## config.mk

```make
export PLATFORM = sky130hd
export DESIGN_NAME = handshake_eager_fork_flat
export DESIGN_NICKNAME = d
export VERILOG_FILES = /design/src/rtl/handshake_pkg.sv /design/src/rtl/handshake_eager_fork_if.sv /design/src/rtl/handshake_eager_fork_reg_block.sv /design/src/rtl/handshake_eager_fork.sv /design/src/flat_wrapper.sv
export SDC_FILE = /design/constraint.sdc
export NUM_CORES = 1
export LEC_CHECK = 0
export CORE_MARGIN = 4
export CORE_UTILIZATION = 23
export DETAILED_ROUTE_END_ITERATION = 7
export PLACE_DENSITY = 0.95
export SLEW_MARGIN = 40
export SYNTH_ARGS = -nofsm -noshare
export SYNTH_HDL_FRONTEND = slang
export SYNTH_SLANG_ARGS = --single-unit
```

## constraint.sdc

```tcl
create_clock -name clk -period 2.4 [get_ports clk]
set_input_delay 0.48 -clock clk [delete_from_list [all_inputs] [get_ports clk]]
set_output_delay 0.48 -clock clk [all_outputs]
set_load 0.05 [all_outputs]
```

## src/rtl/handshake_pkg.sv

```systemverilog
// Shared definitions for the dataflow handshake library (fork, join, mux units).
package handshake_pkg;

  localparam int unsigned DefaultDataType = 32;
  localparam int unsigned MaxBusWidth     = 1024;
  localparam int unsigned MaxSliceWidth   = 256;

  // Returns slice idx of a packed bus made of equal-width fields, zero-extended.
  function automatic logic [MaxSliceWidth-1:0] bus_slice(input logic [MaxBusWidth-1:0] bus,
                                                         input int unsigned width,
                                                         input int unsigned idx);
    logic [MaxBusWidth-1:0]   shifted;
    logic [MaxSliceWidth-1:0] res;
    shifted = bus >> (idx * width);
    res     = '0;
    for (int unsigned b = 0; b < MaxSliceWidth; b++) begin
      if (b < width) res[b] = shifted[b];
    end
    return res;
  endfunction

endpackage

```

## src/rtl/handshake_eager_fork_if.sv

```systemverilog
// Handshake bundle for the eager fork: one input channel, SIZE output channels.
interface handshake_eager_fork_if
  import handshake_pkg::*;
#(
  parameter int unsigned DATA_TYPE = DefaultDataType,
  parameter int unsigned SIZE      = 2
) ();

  logic [DATA_TYPE-1:0]      ins;
  logic                      ins_valid;
  logic                      ins_ready;
  logic [SIZE*DATA_TYPE-1:0] outs;
  logic [SIZE-1:0]           outs_valid;
  logic [SIZE-1:0]           outs_ready;

  // Producer and consumers drive the bundle from the master side.
  modport master (
    output ins, ins_valid, outs_ready,
    input  ins_ready, outs, outs_valid
  );

  modport slave (
    input  ins, ins_valid, outs_ready,
    output ins_ready, outs, outs_valid
  );

endinterface

```

## src/rtl/handshake_eager_fork_reg_block.sv

```systemverilog
// Single-output cell of the eager fork: remembers whether this output took the current token.
module eager_fork_reg_block (
  input  logic clk,
  input  logic rst,
  input  logic fwd_valid,
  input  logic outs_ready,
  input  logic retire,
  output logic outs_valid,
  output logic done
);

  logic sent_q, sent_d;

  always_comb begin
    outs_valid = fwd_valid & ~sent_q;
    done       = sent_q | outs_ready;
    sent_d     = sent_q;
    if (retire) begin
      sent_d = 1'b0;
    end else if (outs_valid && outs_ready) begin
      sent_d = 1'b1;
    end
  end

  always_ff @(posedge clk or posedge rst) begin
    if (rst) begin
      sent_q <= 1'b0;
    end else begin
      sent_q <= sent_d;
    end
  end

endmodule

```

## src/rtl/handshake_eager_fork.sv

```systemverilog
// Eager fork: copies one token to SIZE consumers, each accepting independently.
// Define HANDSHAKE_EAGER_FORK_INBUF_EN to insert a one-slot input register before the fork.
module handshake_eager_fork
  import handshake_pkg::*;
#(
  parameter int unsigned DATA_TYPE = DefaultDataType,
  parameter int unsigned SIZE      = 2
) (
  input logic                   clk,
  input logic                   rst,
  handshake_eager_fork_if.slave bus
);

  logic                 fwd_valid;
  logic                 fwd_ready;
  logic                 retire;
  logic [DATA_TYPE-1:0] fwd_data;
  logic [SIZE-1:0]      done;
  logic [SIZE-1:0]      valid_vec;

  for (genvar g = 0; g < SIZE; g++) begin : g_cell
    eager_fork_reg_block u_cell (
      .clk        (clk),
      .rst        (rst),
      .fwd_valid  (fwd_valid),
      .outs_ready (bus.outs_ready[g]),
      .retire     (retire),
      .outs_valid (valid_vec[g]),
      .done       (done[g])
    );
  end

  assign fwd_ready      = &done;
  assign retire         = fwd_valid & fwd_ready;
  assign bus.outs_valid = valid_vec;
  assign bus.outs       = {SIZE{fwd_data}};

`ifdef HANDSHAKE_EAGER_FORK_INBUF_EN
  logic                 slot_full_q, slot_full_d;
  logic [DATA_TYPE-1:0] slot_data_q, slot_data_d;

  // Slot accepts a new token whenever it is empty or its token retires this cycle.
  assign bus.ins_ready = ~slot_full_q | fwd_ready;
  assign fwd_valid     = slot_full_q;
  assign fwd_data      = slot_data_q;

  always_comb begin
    slot_full_d = slot_full_q;
    slot_data_d = slot_data_q;
    if (bus.ins_valid && bus.ins_ready) begin
      slot_full_d = 1'b1;
      slot_data_d = bus.ins;
    end else if (retire) begin
      slot_full_d = 1'b0;
    end
  end

  always_ff @(posedge clk or posedge rst) begin
    if (rst) begin
      slot_full_q <= 1'b0;
      slot_data_q <= '0;
    end else begin
      slot_full_q <= slot_full_d;
      slot_data_q <= slot_data_d;
    end
  end
`else
  assign fwd_valid     = bus.ins_valid;
  assign fwd_data      = bus.ins;
  assign bus.ins_ready = fwd_ready;
`endif

endmodule

```

## src/flat_wrapper.sv

```systemverilog
// flat-port wrapper written by rule: the top's interface ports become plain ports
module handshake_eager_fork_flat import handshake_pkg::*;
#(
  parameter int unsigned DATA_TYPE = DefaultDataType,
  parameter int unsigned SIZE      = 2
)
  (clk, rst, bus_ins, bus_ins_valid, bus_outs_ready, bus_ins_ready, bus_outs, bus_outs_valid);
  handshake_eager_fork_if #(.DATA_TYPE(DATA_TYPE), .SIZE(SIZE)) bus_i ();
  input logic clk;
  input logic rst;
  input wire logic [$bits(bus_i.ins)-1:0] bus_ins;
  input wire logic [$bits(bus_i.ins_valid)-1:0] bus_ins_valid;
  input wire logic [$bits(bus_i.outs_ready)-1:0] bus_outs_ready;
  output wire logic [$bits(bus_i.ins_ready)-1:0] bus_ins_ready;
  output wire logic [$bits(bus_i.outs)-1:0] bus_outs;
  output wire logic [$bits(bus_i.outs_valid)-1:0] bus_outs_valid;
  assign bus_i.ins = bus_ins;
  assign bus_i.ins_valid = bus_ins_valid;
  assign bus_i.outs_ready = bus_outs_ready;
  assign bus_ins_ready = bus_i.ins_ready;
  assign bus_outs = bus_i.outs;
  assign bus_outs_valid = bus_i.outs_valid;
  handshake_eager_fork #(.DATA_TYPE(DATA_TYPE), .SIZE(SIZE)) u_core (.clk(clk), .rst(rst), .bus(bus_i));
endmodule
```

==> results.toml, run 1 <==
[run_status]
outcome = "complete, no violations"

[cells_and_area]
registers.top_by_ff_count = "u_core.g_cell.u_cell.sent_q"
final_layout_size_suffix_gt1_frac = 0.364
multi_input_area_um2 = 56.3
postLayoutCoreUtil = 0.108
n_antenna_cell = 0
mostFrequentLayoutCells = "4 x a21oi_1, 4 x clkdlybuf4s50_1, 3 x clkbuf_4, 3 x buf_12"
reg.largest.list = "u_core.g_cell.u_cell.sent_q: 2 flops"
seqCellArea_um2 = 50.0
fin_nets = 61
area_growth_pct = -55.4
fillerInstances = 278
largest_register_ffs = 2

[synth]
ys_ff_latch = 2
synthCells = 78
ys_seq_area_frac = 0.0826
synth.avg_cell_area_um2 = 7.76
netlist_area_um2 = 606
ys_types = 7
syn-num-nets = 115
ys_warn_count = 0

[floorplan]
chipHeight_um = 59.3
ioPinCount = 104
initial_utilization = 0.242
rows = 18
coreArea_um2 = 2500
die_w_um = 59.3
fp.dieArea_um2 = 3520

[clocking]
worstSkewPairLatency_ns = 0.22
worst_setup_hold_path_clk_slew_ns = 0.03
cts_buffers = 3
h-tree-depth = 1
cts_root_buffer = "clkbuf_4"
hold_buffers = 0
cts_tree = "done"
ctsResizeCount = 0
clock_path_buffers = 2
cts_num_sinks = 2
cts_setup_buffers = 0

[pwr]
power.switching_mw = 0.0553
p_clk_frac = 0.406
pwr-share-comb = 0.368
cellPowerDensity_nw_per_um2 = 677
peakVddDrop_mv = 0.144
power.leakage_nw = 0.109
sw_frac_of_total = 0.302
internal-power_mw = 0.128
seq_power_share = 0.226

[detailed_routing]
viasPerCell = 3.35
drc = 0
totalWireLength_um = 671
vias = 174
drt-initial-drc-count = 0
dr.pass1.iters = 1
wl_per_cell_um = 12.9
ant_nets = 0

[timing]
hold_viol = 0
fmaxAchievable_ghz = 0.512
setup_viol = 0
rsz0062_at_grt = "no"
tns_ns = 0
slew_headroom = 0.876
drv_slew = 0
worst_slew_pin_slew_ns = 0.186
skew_ns = 0.000492
min_period_ns = 1.95
fin_crit_sh = 0.814

[setup_path]
critPathKind = "in2out"
critPathRequiredTime_ns = 1.92
startpoint_type = "input port"
cp-end-kind = "output port"
worstPathArrival_ns = 1.47
cp_max_fo = 2

[global_routing]
grt_pass1_wl_um = 959
grt-ovfl-total = 0
antenna_found_initial = 0
grt_pass1_vias = 224
track_usage = 0.0420
grt_max_degree = 7

[place]
port_buffers = 7
gp_congestion = 0.587
hpwl_um = 499

[job]
maxCapViolations = 0

[worst_hold_path]
hp-class = "in2async"
## critical path, cell delays in order
cell	delay [ns]
clkdlybuf4s50_1	0.43
or2_1	0.23
and2_1	0.18
buf_12	0.15
## power by group through the flow
stage | sequential [mW] | combinational [mW] | clock [mW]
5_1_grt | 0.0413 | 0.0703 | 0.0822
2_1_floorplan | 0.0405 | 0.324 | 0
3_3_place_gp | 0.0408 | 0.0662 | 0
6_report | 0.0413 | 0.0674 | 0.0744
3_5_place_dp | 0.0415 | 0.0682 | 0
4_1_cts | 0.0411 | 0.0683 | 0.0811
## stage by stage
step           setup WS (ns)  instance area (um^2)  total power [mW]  hold slack (ns)  cells
2_1_floorplan          0.917                   606             0.365            0.221     78
3_3_place_gp           0.480                   248             0.107            0.537     49
3_5_place_dp           0.449                   248             0.110            0.568     49
4_1_cts                0.441                   270             0.191            0.396     52
5_1_grt                0.415                   270             0.194            0.429     52
6_report               0.446                   270             0.183            0.407     52
## kinds of logic after synthesis
logic type / count (synthesis) / synth area share
and+or+nand+nor: 5 / 0.0599
DFF: 2 / 0.0826
buffers and inverters: 67 / 0.824
AOI/OAI and AO/OA: 4 / 0.0331
## per-layer routing
metal | up-vias | GRT usage | part of all wire
li1 | 59 | - | -
met1 | 67 | 0.0144 | 0.19
met2 | 27 | 0.0390 | 0.37
met3 | 21 | 0.0392 | 0.26
met4 | 0 | 0.129 | 0.18
met5 | - | 0 | 0
## cells in the mapped netlist
library cell	instances	area, um^2
dfrtp_1	2	50.1
and2_1	1	6.26
a21oi_1	4	20.0
and2b_2	2	17.5
buf_4	66	495
or2_1	2	12.5
inv_1	1	3.75
## layout make-up
| type | count | area share |
|---|---|---|
| timing repair buffer | 7 | 0.370 |
| multi-input combinational | 9 | 0.208 |
| sequential | 2 | 0.185 |
| tap | 30 | 0.139 |
| clock buffer | 3 | 0.0833 |
| inverter | 1 | 0.0139 |
## final timing paths
path,start,to,slack [ns],cells past startpoint
worst max-delay path,bus_outs_ready[0],bus_ins_ready,0.45,4
worst min-delay path,rst,u_core.g_cell[1].u_cell.sent_q$_DFFE_PP0P_,0.41,2
worst max register to register,u_core.g_cell[0].u_cell.sent_q$_DFFE_PP0P_,u_core.g_cell[1].u_cell.sent_q$_DFFE_PP0P_,1.52,2
worst min register to register,u_core.g_cell[0].u_cell.sent_q$_DFFE_PP0P_,u_core.g_cell[0].u_cell.sent_q$_DFFE_PP0P_,0.57,2
max in group asynchronous,rst,u_core.g_cell[0].u_cell.sent_q$_DFFE_PP0P_,1.89,2
min in group clk,u_core.g_cell[0].u_cell.sent_q$_DFFE_PP0P_,u_core.g_cell[0].u_cell.sent_q$_DFFE_PP0P_,0.57,2
Power figures use the tool's default switching activity.
==> run 2: changes to the inputs <==
--- a/config.mk
+++ b/config.mk
@@ -6,9 +6,9 @@
 export NUM_CORES = 1
 export LEC_CHECK = 0
 export CORE_MARGIN = 4
-export CORE_UTILIZATION = 23
+export CORE_UTILIZATION = 19
 export DETAILED_ROUTE_END_ITERATION = 7
-export PLACE_DENSITY = 0.95
+export PLACE_DENSITY = 0.89
 export SLEW_MARGIN = 40
 export SYNTH_ARGS = -nofsm -noshare
 export SYNTH_HDL_FRONTEND = slang
==> constraint.sdc (replaced) <==
create_clock -name clk -period 1.7 [get_ports clk]
set_input_delay 0.34 -clock clk [delete_from_list [all_inputs] [get_ports clk]]
set_output_delay 0.34 -clock clk [all_outputs]
set_load 0.05 [all_outputs]
==> results.toml, run 2 (same netlist as run 1, synthesis figures left out) <==
[cells_and_area]
registers.top_by_ff_count = "u_core.g_cell.u_cell.sent_q"
n_antenna_cell = 0
seqCellArea_um2 = 50.0
multi_input_area_um2 = 56.3
reg.largest.list = "u_core.g_cell.u_cell.sent_q: 2 flops"
fillerInstances = 365
area_growth_pct = -52.5
finalNonFillerCells = 66
final_layout_size_suffix_gt1_frac = 0.364
mostFrequentLayoutCells = "4 x a21oi_1, 4 x clkdlybuf4s50_1, 3 x clkbuf_4, 3 x buf_12"
largest_register_ffs = 2
fin_nets = 61

[place]
gp_congestion = 0.571
placed_cells = 63
port_buffers = 7

[detailed_routing]
dr.pass1.iters = 2
vias = 141
ant_nets = 0
viasPerCell = 2.14
drt-initial-drc-count = 10
wl_per_cell_um = 9.21
totalWireLength_um = 608
drc = 0

[timing]
worst_slew_pin_slew_ns = 0.169
setup_viol = 0
fmaxAchievable_ghz = 0.609
hold_viol = 0
slew_headroom = 0.887
drv_slew = 0
fin_crit_sh = 0.966
skew_ns = 0.00176
min_period_ns = 1.64
tns_ns = 0
rsz0062_at_grt = "no"

[clocking]
ctsResizeCount = 0
h-tree-depth = 1
worst_setup_hold_path_clk_slew_ns = 0.03
hold_buffers = 0
cts_num_sinks = 2
worstSkewPairLatency_ns = 0.22
clock_path_buffers = 2
cts_tree = "done"
cts_root_buffer = "clkbuf_4"
cts_setup_buffers = 0
cts_buffers = 3

[setup_path]
slowest_delay_ns = 0.41
cp_max_fo = 2
critPathKind = "in2out"
startpoint_type = "input port"
worstPathArrival_ns = 1.30
cp-end-kind = "output port"
critPathRequiredTime_ns = 1.36
cp_cell_sequence = "clkdlybuf4s50_1, or2_1, and2_1, buf_12"
cp_slowest_cell = "clkdlybuf4s50_1"

[floorplan]
die_w_um = 64.5
ioPinCount = 104
fp.dieArea_um2 = 4150
initial_utilization = 0.198
rows = 20
coreArea_um2 = 3050
chipHeight_um = 64.5

[global_routing]
grt_max_degree = 7
grt_pass1_vias = 171
antenna_found_initial = 0
track_usage = 0.0312
grt_pass1_wl_um = 869
grt-ovfl-total = 0

[worst_hold_path]
hp-class = "in2async"

[pwr]
cellPowerDensity_nw_per_um2 = 886
peakVddDrop_mv = 0.126
power.leakage_nw = 0.109

[run_status]
outcome = "complete, no violations"

[job]
maxCapViolations = 0
## run 2: cell counts in the layout (fill, tap and decap cells not counted)
No cell type changed its count.
## run 2: worst max-delay path, delay by kind of cell
| kind | cells | cell delay, ns |
|---|---|---|
| buf+inv | 2 | 0.56 |
| simple gates | 2 | 0.40 |
## run 2: metrics by stage
stage / area (um^2) / setup WS (ns) / power (mW) / util / hold WS, ns
finish: 288 / 0.0572 / 0.255 / 0.0943 / 0.271
global placement: 265 / 0.0518 / 0.152 / 0.0869 / 0.500
detailed placement: 265 / 0.0579 / 0.152 / 0.0869 / 0.499
CTS: 288 / 0.0513 / 0.264 / 0.0943 / 0.266
global route: 288 / 0.0156 / 0.279 / 0.0943 / 0.274
floorplan: 606 / 0.456 / 0.515 / - / 0.0812
## run 2: routing by layer
layer	GRT usage	wire, um
met1	0.0178	128
met4	0.0897	143
met5	0	0
met3	0.0399	175
met2	0.0155	160
## run 2: area by class of cell
class,instances,share of cell area
inverters,1,0.0130
multi-input cells,9,0.196
clock buffers,3,0.0783
well taps,44,0.191
repair buffers,7,0.348
flip-flops and latches,2,0.174
## run 2: report_power, final
| group | internal [mW] | switching, mW | total, mW |
|---|---|---|---|
| sequential | 0.0540 | 0.00370 | 0.0577 |
| combinational | 0.0484 | 0.0446 | 0.0930 |
| clock | 0.0778 | 0.0264 | 0.104 |
| total | 0.180 | 0.0747 | 0.255 |
## run 2: path summary, 6_finish.rpt
check / from / to / slack, ns / cells past startpoint
worst min-delay path: rst / u_core.g_cell[0].u_cell.sent_q$_DFFE_PP0P_ / 0.27 / 2
worst max-delay path: bus_outs_ready[0] / bus_ins_ready / 0.06 / 4
worst max register to register: u_core.g_cell[1].u_cell.sent_q$_DFFE_PP0P_ / u_core.g_cell[0].u_cell.sent_q$_DFFE_PP0P_ / 0.87 / 2
worst min register to register: u_core.g_cell[0].u_cell.sent_q$_DFFE_PP0P_ / u_core.g_cell[0].u_cell.sent_q$_DFFE_PP0P_ / 0.54 / 2
max in group asynchronous: rst / u_core.g_cell[1].u_cell.sent_q$_DFFE_PP0P_ / 1.32 / 2
min in group clk: u_core.g_cell[0].u_cell.sent_q$_DFFE_PP0P_ / u_core.g_cell[0].u_cell.sent_q$_DFFE_PP0P_ / 0.54 / 2
